<file path="src/rtl/bram_fifo_loader.sv">
// Streams a contiguous block of BRAM words into a FIFO, one word per cycle when the FIFO
// has room, stalling on fifo_full without losing, duplicating or reordering words.
module bram_fifo_loader #(
    parameter int DATA_WIDTH = 32,
    parameter int ADDR_WIDTH = 10
) (
    input  logic                  clk,
    input  logic                  reset,
    input  logic                  start,
    input  logic [ADDR_WIDTH-1:0] base_addr,
    input  logic [ADDR_WIDTH:0]   length,
    output logic                  busy,
    output logic                  done,
    output logic                  bram_en,
    output logic [ADDR_WIDTH-1:0] bram_addr,
    input  logic [DATA_WIDTH-1:0] bram_dout,
    output logic                  fifo_write_enable,
    output logic [DATA_WIDTH-1:0] fifo_data_in,
    input  logic                  fifo_full
);

    typedef enum logic {
        IDLE = 1'b0,
        RUN  = 1'b1
    } state_t;

    localparam logic [ADDR_WIDTH-1:0] ADDR_ONE = ADDR_WIDTH'(1);
    localparam logic [ADDR_WIDTH:0]   CNT_ONE  = (ADDR_WIDTH + 1)'(1);

    state_t                  state_q, state_d;
    logic [ADDR_WIDTH-1:0]   addr_q, addr_d;
    logic [ADDR_WIDTH:0]     issue_left_q, issue_left_d;
    logic [ADDR_WIDTH:0]     write_left_q, write_left_d;
    logic                    inflight_q, inflight_d;
    logic                    hold_vld_q, hold_vld_d;
    logic                    done_q, done_d;
    logic [DATA_WIDTH-1:0]   hold_q;

    logic                    rd_issue;
    logic                    wr_fire;
    logic                    hold_capture;
    logic [DATA_WIDTH-1:0]   wr_data;

    always_comb begin
        state_d      = state_q;
        addr_d       = addr_q;
        issue_left_d = issue_left_q;
        write_left_d = write_left_q;
        inflight_d   = 1'b0;
        hold_vld_d   = hold_vld_q;
        done_d       = 1'b0;
        rd_issue     = 1'b0;
        wr_fire      = 1'b0;
        hold_capture = 1'b0;
        wr_data      = bram_dout;

        case (state_q)
            IDLE: begin
                if (start) begin
                    if (length != '0) begin
                        state_d      = RUN;
                        addr_d       = base_addr;
                        issue_left_d = length;
                        write_left_d = length;
                    end else begin
                        done_d = 1'b1;
                    end
                end
            end

            RUN: begin
                // A pending hold word blocks new reads so at most one word is ever parked.
                rd_issue = (issue_left_q != '0) && !hold_vld_q && !fifo_full;

                if (hold_vld_q) begin
                    if (!fifo_full) begin
                        wr_fire    = 1'b1;
                        wr_data    = hold_q;
                        hold_vld_d = 1'b0;
                    end
                end else if (inflight_q) begin
                    if (!fifo_full) begin
                        wr_fire = 1'b1;
                    end else begin
                        hold_capture = 1'b1;
                        hold_vld_d   = 1'b1;
                    end
                end

                inflight_d = rd_issue;
                if (rd_issue) begin
                    addr_d       = addr_q + ADDR_ONE;
                    issue_left_d = issue_left_q - CNT_ONE;
                end

                if (wr_fire) begin
                    write_left_d = write_left_q - CNT_ONE;
                    if (write_left_q == CNT_ONE) begin
                        state_d = IDLE;
                        done_d  = 1'b1;
                    end
                end
            end

            default: state_d = IDLE;
        endcase
    end

    always_ff @(posedge clk or negedge reset) begin
        if (!reset) begin
            state_q      <= IDLE;
            addr_q       <= '0;
            issue_left_q <= '0;
            write_left_q <= '0;
            inflight_q   <= 1'b0;
            hold_vld_q   <= 1'b0;
            done_q       <= 1'b0;
        end else begin
            state_q      <= state_d;
            addr_q       <= addr_d;
            issue_left_q <= issue_left_d;
            write_left_q <= write_left_d;
            inflight_q   <= inflight_d;
            hold_vld_q   <= hold_vld_d;
            done_q       <= done_d;
        end
    end

    // Hold data needs no reset: hold_vld_q alone decides whether it is meaningful.
    always_ff @(posedge clk) begin
        if (hold_capture) begin
            hold_q <= bram_dout;
        end
    end

    assign busy              = (state_q == RUN);
    assign done              = done_q;
    assign bram_en           = rd_issue;
    assign bram_addr         = addr_q;
    assign fifo_write_enable = wr_fire;
    assign fifo_data_in      = wr_fire ? wr_data : '0;

endmodule

</file>
<file path="config.mk">
export PLATFORM = sky130hd
export DESIGN_NAME = bram_fifo_loader
export DESIGN_NICKNAME = d
export VERILOG_FILES = /design/src/rtl/bram_fifo_loader.sv
export SDC_FILE = /design/constraint.sdc
export NUM_CORES = 1
export LEC_CHECK = 0
export BUFFER_PORTS_ARGS = -buffer_cell sky130_fd_sc_hd__buf_2
export CAP_MARGIN = 20
export CELL_PAD_IN_SITES_DETAIL_PLACEMENT = 1
export CELL_PAD_IN_SITES_GLOBAL_PLACEMENT = 2
export CORE_MARGIN = 1
export CORE_UTILIZATION = 31
export CTS_CLUSTER_DIAMETER = 60
export DETAILED_ROUTE_END_ITERATION = 10
export MAX_ROUTING_LAYER = met4
export PLACE_DENSITY = 0.88
export SYNTH_ARGS = -nofsm -noshare
export SYNTH_HDL_FRONTEND = slang
export SYNTH_SLANG_ARGS = --single-unit
</file>
<file path="constraint.sdc">
create_clock -name clk -period 3 [get_ports clk]
set_input_delay 0.45 -clock clk [delete_from_list [all_inputs] [get_ports clk]]
set_output_delay 0.45 -clock clk [all_outputs]
set_load 0.005 [all_outputs]
</file>
* Word level (Yosys, flattened, before mapping) *
Index checks and enable logic that the tools add are counted.

operators by class
  add/sub/neg operators = 3
  equality and inequality tests = 5
  multiplexer cells = 35
  bitwise gates (word level) = 1
  reductions and logical operators = 8

operators by type and width
  operator                                                                 count
  32-bit 2-to-1 mux                                                        4
  11-bit 2-to-1 mux                                                        4
  11-bit one-hot mux with 2 select lines                                   2
  10-bit 2-to-1 mux                                                        3
  11-bit nonzero test                                                      2
  11-bit by 1-bit subtractor with 11-bit output, second input constant     2
  10-bit one-hot mux with 2 select lines                                   1
  1-bit 2-to-1 mux                                                         19
  11-bit by 1-bit == test with 1-bit output, second input constant         1
  10-bit by 1-bit adder with 10-bit output, second input constant          1
  3-bit AND reduction                                                      2
  2-bit by 1-bit inequality test with 1-bit output, second input constant  2
  2-bit inequality test, second input constant                             2
  1-bit one-hot mux with 2 select lines                                    2
  1-bit logical AND                                                        2
  1-bit zero test                                                          2
  1-bit NOT                                                                1

word-level totals
  register bits after elaboration = 68
  input bits = 57
  word-level logic and storage cells = 60

* Logic depth before layout (Yosys ltp) *
Gate-level depths: netlist of the first run.

  word-level depth = 6
  mapped depth = 8

* Worst setup path after synthesis of the first run *
No wires, ideal clock.

  kind = reg2reg
  from = reg state_q, in the netlist busy
  to = reg hold_q[0], enable pin
  arrival = 1.763 ns
  setup slack = 0.844 ns
  stages on the path, launching flop included = 4
  path buffers = 2
  cells stage by stage = dfrtp_1 > clkbuf_1 > clkbuf_1 > and4b_1

on the way
  word-level cells in the longest chain between the ends = 1

RTL lines
  element                 RTL line  RTL
  from (decl)             30        state_t state_q, state_d;
  from (signal assigned)  119       state_q <= state_d;
  1-bit 2-to-1 mux        57        case (state_q)
  named net hold_capture  41        logic hold_capture;
  to (signal assigned)    132       hold_q <= bram_dout;
  to (decl)               37        logic [DATA_WIDTH-1:0] hold_q;

The timed path passes the listed nets, and every way through them passes these cells.
A chain may end at the register's enable or synchronous reset.

* Worst setup path after layout of the first run *
  from = reg issue_left_q[0]
  to = out bram_en

on the way
  word-level cells in the longest chain between the ends = 4

RTL lines
  element                         RTL line  RTL
  from (decl)                     32        logic [ADDR_WIDTH:0] issue_left_q, issue_left_d;
  from (signal assigned)          121       issue_left_q <= issue_left_d;
  11-bit nonzero test             73        rd_issue = (issue_left_q != '0) && !hold_vld_q && !fifo_full;
  1-bit logical AND (2 in a row)  73
  1-bit 2-to-1 mux                57
  to (decl)                       14        output logic bram_en,

Every way passes these cells.

==> metrics list, run 1 <==
- Fraction of synthesis flops using an asynchronous set or reset pin: 52.94%
- Buffers inserted during post-CTS setup optimization: 0
- Across the VDD grid, the largest voltage drop is 0.0004039 V.
* Drt drc: 0
* Post-layout total power: 0.004738 W
- Placed Area: 0.004204 mm^2
- Adding up every negative setup slack in the final design gives 0 ns.
- Finished Cell Area: about 0.0045 mm^2
- At the later pin of the worst-skew pair, clock insertion delay measures about 0.34 ns.
* Die Y: 109.3 um
* Critical path's top delay family: simple AND/OR/NAND/NOR gates
- Clock root buffer: clkbuf_16
- Dominant cells by area after synthesis: edfxtp_1 27%, dfrtp_1 25%, a22oi_1 6.7%
- The floorplan has 38 rows.
- Pleak: 1.948 nW
- Antenna diode count: 0
- Total nets after synthesis: 431
* Worst Clk Skew: 0.009569 ns
- CP bufs+invs: 2
- Port Buffers: between 100 and 150
- Length of the first detailed-routing pass in iterations: 4
- The initial antenna violation count was 0.
- Summed over all layers, the global routing overflow is 0.
* Result of the run: completed
* Sequential element share of the synthesized area: 52.14%
* Mux share of post-synthesis cell area: 0.8409%
* Least-Margin Pin Slew: 1.037 ns
* Post-cts gate resize count: 0
- Nets@finish: 526
- In the routed layout, each cell is associated on average with a via count of 5.466.
- After Yosys synthesis, and, or, nand and nor cells account for 20.32% of the synthesized area.
- Top_reg_cell synth: dfrtp_1
- The final layout contains routed wiring with a total length of approximately 11000 um.
- The post-route netlist has 28.72% of its cells at a drive strength greater than 1.
- DP HPWL: ~7400 um
- The synthesized netlist devotes 1.402% of its cell area to adder and majority cells.
- Die extent in x: 109.3 um
* Routability cong.: 0.8284
* Headroom to the max-slew limit: 30.85%
* H-tree lvl count: 3
* Area overhead of the layout relative to synthesis: 26.17%
* Number of hold violations in the final report: 0
- Type of the worst setup path: flop to output port
- # setup viols final: 0
- Post-detailed-route wirelength per cell: 17.42 um
- Arrival time of data at the critical path endpoint: between 2 and 2.5 ns
* Cell-by-cell trace of the critical path: inv_1, ha_1, or3b_4, nor4_4, nor3_1, buf_2
- In this run the mean area of a mapped cell was 9.651 um^2.
* Floorplan die area: 0.01195 mm^2
- Data on the critical path is required at its endpoint by approximately 2.6 ns.
- Ratio of total power to cell area: between 1000 and 1500 mW/mm^2
- The worst setup path is launched from a flop.
- Post-synthesis xor/xnor area fraction: 0%
* Total CTS buffers: 9
- Boundary pin count: 103
- DRC violation total after the first TritonRoute iteration: 257
- The total count of max-transition violations in the final report was 0.
- Maximum net fanout on the critical path: 4
* Total global routing track utilization: 19.08%
* Syn. warnings: 0
- Count of cell types in the netlist: 44
- Setup repair after global routing left no endpoint under its margin.
- In this run, synthesis produced a sequential element count of 68.
* First-pass GRT wire length: approximately 17000 um
- The min-delay analysis places its worst path in the category input pin to async pin.
- Static timing analysis puts the maximum clock frequency at ~380 MHz.
- In the synthesized netlist, the number of instances is 370.
- Peak per-stage delay on the critical path: 0.43 ns
- Yosys mapped a number of flops with a built-in enable equal to 32.
- Slowest cell on the critical path: or3b_4
- Bufs on Longest Clock Path: 2
* Min Tclk post-route: 2.653 ns
- Dominant combinational cell family by area after synthesis: compound AO/OA/AOI/OAI gates
- TritonCTS clock tree: built
* Area of the mapped netlist: 0.003571 mm^2
- Tcrit/Tclk final: 88.42%
- Summed over all instances, the cell type with the most area after synthesis is edfxtp_1.
- The tool flagged a number of max-cap violations equal to 0.
- Clock-pin slew of the registers on the worst-case setup and hold paths: 0.06 ns
- The initial utilization of the core area, before any placement, comes to between 30 and 40%.
* Compound-Gate Fraction of Synth Area: 21.55%
- The clock net in this run drives a total of 68 sinks.
* Post-route antenna net violation count: 0
* Number of buffers inserted for hold repair after clock tree synthesis: 0
- Maximum number of pins on one net before global-route repair: 39
- Critical Path End Type: output port
* Placeable Area: approximately 0.011 mm^2
- Count of vias placed by the detailed router: 3334
- Yosys top cell area share: approximately 27%
- Vias in the first global route: 3283
-- synth_stat cells, drive strengths merged (4+ instances only) --
library cell,number
nand2b,5
a22oi,32
nor3,11
o22ai,9
nand4,11
nand2,27
nor2,61
inv,6
o21ai,25
edfxtp,32
buf,6
dfrtp,36
nor4,5
a21oi,23
ha,4
o32ai,8
clkbuf,19
nand3,9
-- kinds of logic after synthesis --
group,Yosys count
AND/OR/NAND/NOR,148
flip-flops,68
multiplexers,3
adder cells (fa/ha/maj),4
AO/OA/AOI/OAI,115
buffers and inverters,32
-- final timing paths --
path	from	endpoint	slack (ns)	cells after the start
setup / recovery	issue_left_q[0]	bram_en	0.35	6
hold / removal	reset	write_left_q[0]	0.23	1
setup reg to reg	issue_left_q[0]	issue_left_q[8]	0.58	7
hold reg to reg	write_left_q[5]	write_left_q[5]	0.52	2
max in group asynchronous	reset	issue_left_q[7]	2.21	1
min in group clk	bram_dout[26]	hold_q[26]	0.31	1
-- layout make-up --
| type | count | area (um^2) |
|---|---|---|
| multi-input cells | 270 | 1578 |
| repair buffers | 109 | 563.0 |
| fillers | 1299 | 6525 |
| clock inverters | 7 | 76.32 |
| clock buffers | 9 | 225.2 |
| flip-flops and latches | 68 | 1862 |
| inverters | 7 | 26.28 |
| well taps | 140 | 175.2 |
-- cell usage in the layout (no fill, tap or decap), types with 6 or more instances in the layout --
cell type    n
a22oi_1     32
nand2_1     27
edfxtp_1    32
o22ai_1      9
nor2_1      61
o32ai_1      8
o21ai_0     23
dfrtp_1     36
nand4_1     11
inv_1        6
a21oi_1     23
nor3_1      10
nand3_1      9
buf_2      102
clkbuf_16    9
buf_4        7
-- per-stage QoR --
stage / utilization, % / cells / hold WS, ns / setup WS [ns]
2_1_floorplan: - / 370 / 0.1544 / 0.8442
3_3_place_gp: 38.11 / 594 / 0.4836 / 0.6745
3_5_place_dp: 38.11 / 594 / 0.4934 / 0.5683
4_1_cts: 40.85 / 610 / 0.2674 / 0.3434
5_1_grt: 40.85 / 610 / 0.2983 / 0.2452
6_report: 40.85 / 610 / 0.2309 / 0.3473
-- per-layer routing --
layer  global-route usage, %  routed length [um]  vias up
li1                        -                   -     1583
met1                   23.68                4837     1656
met2                   31.09                5174       83
met3                   3.023                 448       12
met4                   7.810                 165        0
met5                       -                   0        -
-- state kept, by name, summed over array words and instances (netlist names) --
signal,count
issue_left_q,11
done,1
bram_addr,10
write_left_q,11
hold_vld_q,1
inflight_q,1
busy,1
hold_q,32
-- power by group --
| part | leakage [nW] | switching (W) | internal, W |
|---|---|---|---|
| Combinational | 1.06 | 0.00125 | 0.000847 |
| Sequential | 0.747 | 0.000271 | 0.00129 |
| Clock | 0.142 | 0.000429 | 0.000648 |
| Total | 1.95 | 0.00195 | 0.00279 |
No activity file was read; power rests on OpenSTA's default activity.
==> run 2, diff against run 1 <==
- TNS_END_PERCENT: default -> 20
- clock period: 3 -> 2.77 ns (I/O delays scaled with it)
==> metrics list, run 2 (synthesis results as in run 1) <==
- Result of the run: completed
* Antenna violations before repair: 0
- Summed over all layers, the global routing overflow is 0.
- Vias in the first global route: 3223
* Comb pwr share: 43.3%
* Top library cells by usage in the layout, fill and taps aside: 102 x buf_2, 61 x nor2_1, 36 x dfrtp_1
- Worst Clk Skew: 0.009049 ns
* Max-capacitance violation count: 0
- Fmax: 388.6 MHz
- Clock insertion delay at the later pin of the skew report: 0.33 ns
- Min Tclk post-route: 2.573 ns
- Flip-flop count of the largest register after layout: 32
* H-tree lvl count: 3
- The internal portion of the total power is 0.003109 W.
- Peak supply drop: roughly 0.00038 V
- Reg2reg path depth: 8
- P_sw: 0.002075 W
- Worst min path class: input pin to async pin
- Largest regs: hold_q: 32 flops, issue_left_q: 11 flops, write_left_q: 11 flops
- The number of hold violations in the final report is 0.
- Global routing used 19.01% of the available tracks.
- The critical path is of the flop to output port type.
* Post-cts gate resize count: 0
* # setup viols final: 0
* Placeable Area: 0.01103 mm^2
* DP HPWL: 7318 um
- In this run the static leakage power is 1.957 nW.
- For the worst setup path, the data required time is 2.35 ns.
- After layout, the worst path uses 92.90% of the clock period.
* Number of slew-limit violations in the final report: 0
* Number of buffers inserted for hold repair after clock tree synthesis: 0
- The repair_antennas step left the layout with diodes totalling 0.
- Register bank with the most flops: hold_q
- Die Y: approximately 110 um
- Share of final-layout standard cells stronger than drive strength 1: 28.66%
- For this run, the detailed router's first-pass iteration total came to 4.
* Post-route antenna net violation count: 0
- Switching portion of total power: approximately two fifths
- For the pin with the worst max-slew slack, the measured transition is 0.8744 ns.
- Final setup TNS: 0 ns
* Critical path startpoint category: flop
* Number of rows created at floorplan: 38
- The cell sitting at the root of the clock tree is a clkbuf_16.
- For this block, the via count after detailed routing is 3328.
- The first global-routing pass estimated 16880 um of wire.
- Die extent in x: 109.3 um
- Clock-pin slew was measured on the worst setup and hold paths at 0.06 ns.
- Using the TritonRoute via totals, the vias-per-cell ratio works out to 5.447.
- Sequential cell fraction of total power: between 30% and 40%
- Drt drc: 0
- Bufs on Longest Clock Path: 2
- The die covers 0.01195 mm^2.
- After clock tree synthesis, the setup repair step added 0 buffers.
- Initial cell density of the core: between 30% and 40%
- In the final routed layout, each cell accounts on average for roughly 18 um.
* Area overhead of the layout relative to synthesis: 26.91%
- STA puts the critical path data arrival time at 2.16 ns.
* Critical Path End Type: output port
* TritonCTS clock tree: built
* Routability cong.: ~0.79
- Setup repair after global routing left no endpoint under its margin.
* Clock sink count: 68
- Final worst hold slack: 0.2056 ns
- Ratio of total power to cell area: ~1100 mW/mm^2
- For this run, the post-layout net count is 527.
* Port Buffers: approximately 100
* Maximum number of pins on one net before global-route repair: between 50 and 60
- Wire length reported by the detailed router: 10700 um
- The clock network burns 23.7% of the power.
- Total CTS buffers: 9
- Maximum net fanout on the critical path: 4
- In this run the tightest slew margin relative to its limit is 40.89%.
- In this run, the number of DRC markers left after iteration 0 of detailed routing was ~190.
* Boundary pin count: just over 100
* Most frequent standard cell in the layout excluding fill and tap cells: buf_2
-- run 2: cell type report --
class	count	area, um^2
Clock inverter	7	91.34
Clock buffer	9	225.2
Tap cell	140	175.2
Inverter	7	26.28
Sequential cell	68	1862
Multi-Input combinational cell	270	1578
Timing Repair Buffer	110	574.3
Fill cell	1311	6499
-- run 2: power groups by stage --
stage	clock network (W)	registers (W)	logic (W)
6_report	0.00123	0.00171	0.00224
3_3_place_gp	0	0.00170	0.00214
5_1_grt	0.00130	0.00176	0.00254
4_1_cts	0.00125	0.00170	0.00225
2_1_floorplan	0	0.00163	0.00159
3_5_place_dp	0	0.00172	0.00222
-- run 2: layer usage --
layer,routed length (um),global-route usage (%)
met5,0,-
met4,172,7.238
met3,457,2.549
met2,5072,30.01
met1,5000,24.91
-- run 2: final timing paths --
kind	from	to	slack [ns]
worst max-delay path	issue_left_q[0]	bram_en	0.20
worst min-delay path	reset	write_left_q[2]	0.21
worst max register to register	issue_left_q[0]	issue_left_q[6]	0.45
worst min register to register	write_left_q[5]	write_left_q[5]	0.53
max in group asynchronous	reset	issue_left_q[10]	2.01
min in group clk	bram_dout[26]	hold_q[26]	0.28
-- run 2: metrics by stage --
stage	instance area [um^2]	setup WS, ns	utilization [%]	instances	power, W
5_1_grt	4532	0.07646	41.08	611	0.005603
2_1_floorplan	3571	0.6142	-	370	0.003227
6_report	4532	0.1965	41.08	611	0.005184
4_1_cts	4521	0.1808	40.98	610	0.005203
3_3_place_gp	4204	0.4730	38.11	594	0.003843
3_5_place_dp	4204	0.4256	38.11	594	0.003941
-- run 2: worst max-delay path, cell delays in order, from the launching register on --
cell and delay, ns:
dfrtp_1 0.40, inv_1 0.09, ha_1 0.20, or3b_4 0.43, nor4_4 0.41, nor3_1 0.14, buf_2 0.15
==> run 3, diff against run 2 <==
- ABC_AREA: default -> 1
- CORE_UTILIZATION: 31 -> 30
- PLACE_DENSITY: 0.88 -> 0.9
- SKIP_CTS_REPAIR_TIMING: default -> 1
==> metrics list, run 3 <==
* Leading post-synthesis cells by instance count: 166 x nand2_1, 92 x nor2_1, 40 x inv_1
* Number of slew-limit violations in the final report: 0
- Antenna violations before repair: 1
- For this run, the detailed router's first-pass iteration total came to 4.
* Worst Clk Skew: 0.004062 ns
- In the routed design, unresolved DRC markers number 0.
- For this run, the number of standard cells in the final layout without fillers is 803.
* Area of the mapped netlist: 0.004004 mm^2
- DP HPWL: 8689 um
- The worst setup path is launched from a flop.
- Top-count cell post-synth: nand2_1
- Measured against its own limit, the worst slew margin works out to 39.26%.
* Dominant combinational cell family by area after synthesis: simple AND/OR/NAND/NOR gates
* Syn. warnings: 0
- The path class of the tightest hold or removal check is input pin to async pin.
- The worst setup path is captured at an output port.
* Floorplan die area: between 0.01 and 0.015 mm^2
* Most frequent standard cell in the layout excluding fill and tap cells: nand2_1
- RSZ-0062 raised after global routing: false
* Wire length reported by the detailed router: 11720 um
* Boundary pin count: 103
* DRC violation total after the first TritonRoute iteration: 147
- For the final routed database, the setup TNS stands at 0 ns.
- Largest regs: hold_q: 32 flops, issue_left_q: 11 flops, write_left_q: 11 flops
- The initial utilization of the core area, before any placement, comes to 31.22%.
* Worst endpoint required time: between 2 and 2.5 ns
- Tcrit/Tclk final: 85.15%
* Total nets after synthesis: 589
* Top_reg_cell synth: dfrtp_1
* Cell-by-cell trace of the critical path: inv_2, nor2_8, nand2_1, buf_4, nor2_1, nor3_1, buf_2
- H-tree lvl count: 3
- The cell sitting at the root of the clock tree is a clkbuf_16.
- The total area inside the core boundary comes to 0.01282 mm^2.
- Clock insertion delay at the later pin of the skew report: around 0.34 ns
- Summing the areas of all compound-gate instances in the mapped netlist gives 7.344% of the synthesized area.
- For this design, the slowest cell found on the critical path is dfrtp_1.
- Flops & latches, synth: 68
- After routing the design area is 0.004938 mm^2.
* Post-detailed-route wirelength per cell: approximately 15 um
* Placed Area: 0.004642 mm^2
- Register bank with the most flops: hold_q
- Number of hold violations in the final report: 0
- At the end of routability-driven placement, the weighted congestion stood at ~0.81.
* Post-synthesis share of cell area spent on full adders, half adders and majority gates: between 1 and 1.5%
- Number of instances in the synthesized netlist: about 530
- Maximum number of pins on one net before global-route repair: 37
- Global routing used 18.57% of the available tracks across all layers.
* Count of vias placed by the detailed router: roughly 3800
- The startpoint identified for the worst register-to-register timing path is hold_vld_q.
- Port Buffers: 102
- The via count of the first global-routing pass is 4018.
- In this run the power density over the cells is 896.5 mW/mm^2.
* Peak supply drop: between 0.0003 and 0.0004 V
- For this run, the register share of the synthesized area comes to between 40 and 50%.
- The run finished with clean final reports.
* Count of cell types in the netlist: 30
* Bufs on Longest Clock Path: 2
* Clock sink count: 68
- Summing the areas of all xor and xnor instances in the mapped netlist gives 0.2187% of the synthesized area.
- Fmax: 424.0 MHz
- Arrival time of data at the critical path endpoint: 1.94 ns
* # setup viols final: 0
* Total CTS buffers: 9
* Pleak: 2.456 nW
- Die extent in x: 117.5 um
- Maximum net fanout on the critical path: 22
- Mux share of post-synthesis cell area: 0%
- Number of flops mapped to enable cells by yosys: 32
* Peak per-stage delay on the critical path: about 0.38 ns
- Share of final-layout standard cells stronger than drive strength 1: between 20% and 30%
* Max-capacitance violation count: 0
- Number of rows created at floorplan: slightly above 40
- The synthesized design devotes to its leading area cell type 24.00% of total area.
- For this run, the post-layout net count is about 700.
- By startpoint and endpoint, the worst setup path is classified as flop to output port.
* Final core area utilization: 38.51%
- Least-Margin Pin Slew: 0.9077 ns
- Beginning of the critical path: busy
- Area overhead of the layout relative to synthesis: 23.34%
- The floorplan step set the die height to 117.5 um.
* Synth Area in Simple Gates: 37.19%
- Post-DR vias/cell: 4.725
- GRT overflow: 0
* First-pass GRT wire length: 19800 um
* CP bufs+invs: 3
- Placed Instances: 786
- Subtracting the final worst setup slack from the clock period gives 2.359 ns.
- Grouping stages by cell kind, the critical path spends the most delay in simple AND/OR/NAND/NOR gates.
- Fraction of synthesis flops using an asynchronous set or reset pin: 52.94%
- Syn_area_per_cell: ~7.6 um^2
* Largest area contributor in the synthesized netlist: edfxtp_1
- In the post-synthesis netlist, the biggest area contributors are edfxtp_1 24%, dfrtp_1 23%, nand2_1 16%.
- Post-route antenna net violation count: 0
- Clock-pin slew was measured on the worst setup and hold paths at approximately 0.06 ns.
- TritonCTS clock tree: built
* Top library cells by usage in the layout, fill and taps aside: 166 x nand2_1, 102 x buf_2, 91 x nor2_1
- The register with the most flip-flops in the layout has 32 of them.
==> run 3: cell types whose count changed after synthesis, sizes merged, moves of 13 or more <==
cell and delta:
a22oi -32, inv +38, nand3 +17, a21oi -21, nor3 +24, nand2 +155, o21ai +13, nor2 +35
==> run 3: cells by family (layout without fill, tap and decap cells) <==
logic type                 count (synthesis)  count (layout)
DFF                                       68              68
xor gates and xnor gates                   1               1
and+or+nand+nor                          347             347
AOI/OAI and AO/OA                         42              42
adders and majority gates                  4               4
other                                      0               1
buffers and inverters                     66             168
==> run 3: layout make-up <==
| type | count | area [um^2] |
|---|---|---|
| fillers | 1667 | 7886 |
| flip-flops and latches | 68 | 1862 |
| multi-input cells | 394 | 1844 |
| repair buffers | 108 | 555.5 |
| clock buffers | 10 | 229.0 |
| well taps | 172 | 215.2 |
| inverters | 44 | 165.2 |
| clock inverters | 6 | 65.06 |
| diodes | 1 | 2.502 |
==> run 3: final timing paths <==
| check | to | slack (ns) | cells past startpoint |
|---|---|---|---|
| max reg2reg | write_left_q[5] | 0.68 | 4 |
| max in group asynchronous | bram_addr[1] | 2.00 | 1 |
| min in group clk | hold_q[3] | 0.27 | 1 |
| max | fifo_data_in[22] | 0.41 | 7 |
| min reg2reg | issue_left_q[10] | 0.48 | 2 |
| min | bram_addr[5] | 0.20 | 1 |
==> run 3: power breakdown <==
group	total, W	switching, W	internal [W]
combinational	0.00177	0.00114	0.000631
clock	0.00114	0.000447	0.000695
sequential	0.00152	0.000200	0.00132
total	0.00443	0.00178	0.00264
==> run 3: metal layers <==
| metal | GRT usage (%) | up-vias | wire [um] |
|---|---|---|---|
| li1 | - | 1886 | - |
| met1 | 21.80 | 1824 | 5407 |
| met2 | 31.25 | 75 | 5657 |
| met3 | 4.603 | 9 | 524 |
| met4 | 5.769 | 0 | 133 |
| met5 | - | - | 0 |
==> run 3: stage by stage <==
step | hold WS, ns | total power (W) | worst slack, ns
after floorplan | 0.1199 | 0.002794 | 0.1207
after global placement | 0.4573 | 0.003213 | 0.7009
after detailed placement | 0.4716 | 0.003329 | 0.6512
after CTS | 0.2284 | 0.004511 | 0.3650
after global routing | 0.2483 | 0.004825 | 0.2332
final | 0.1980 | 0.004427 | 0.4113
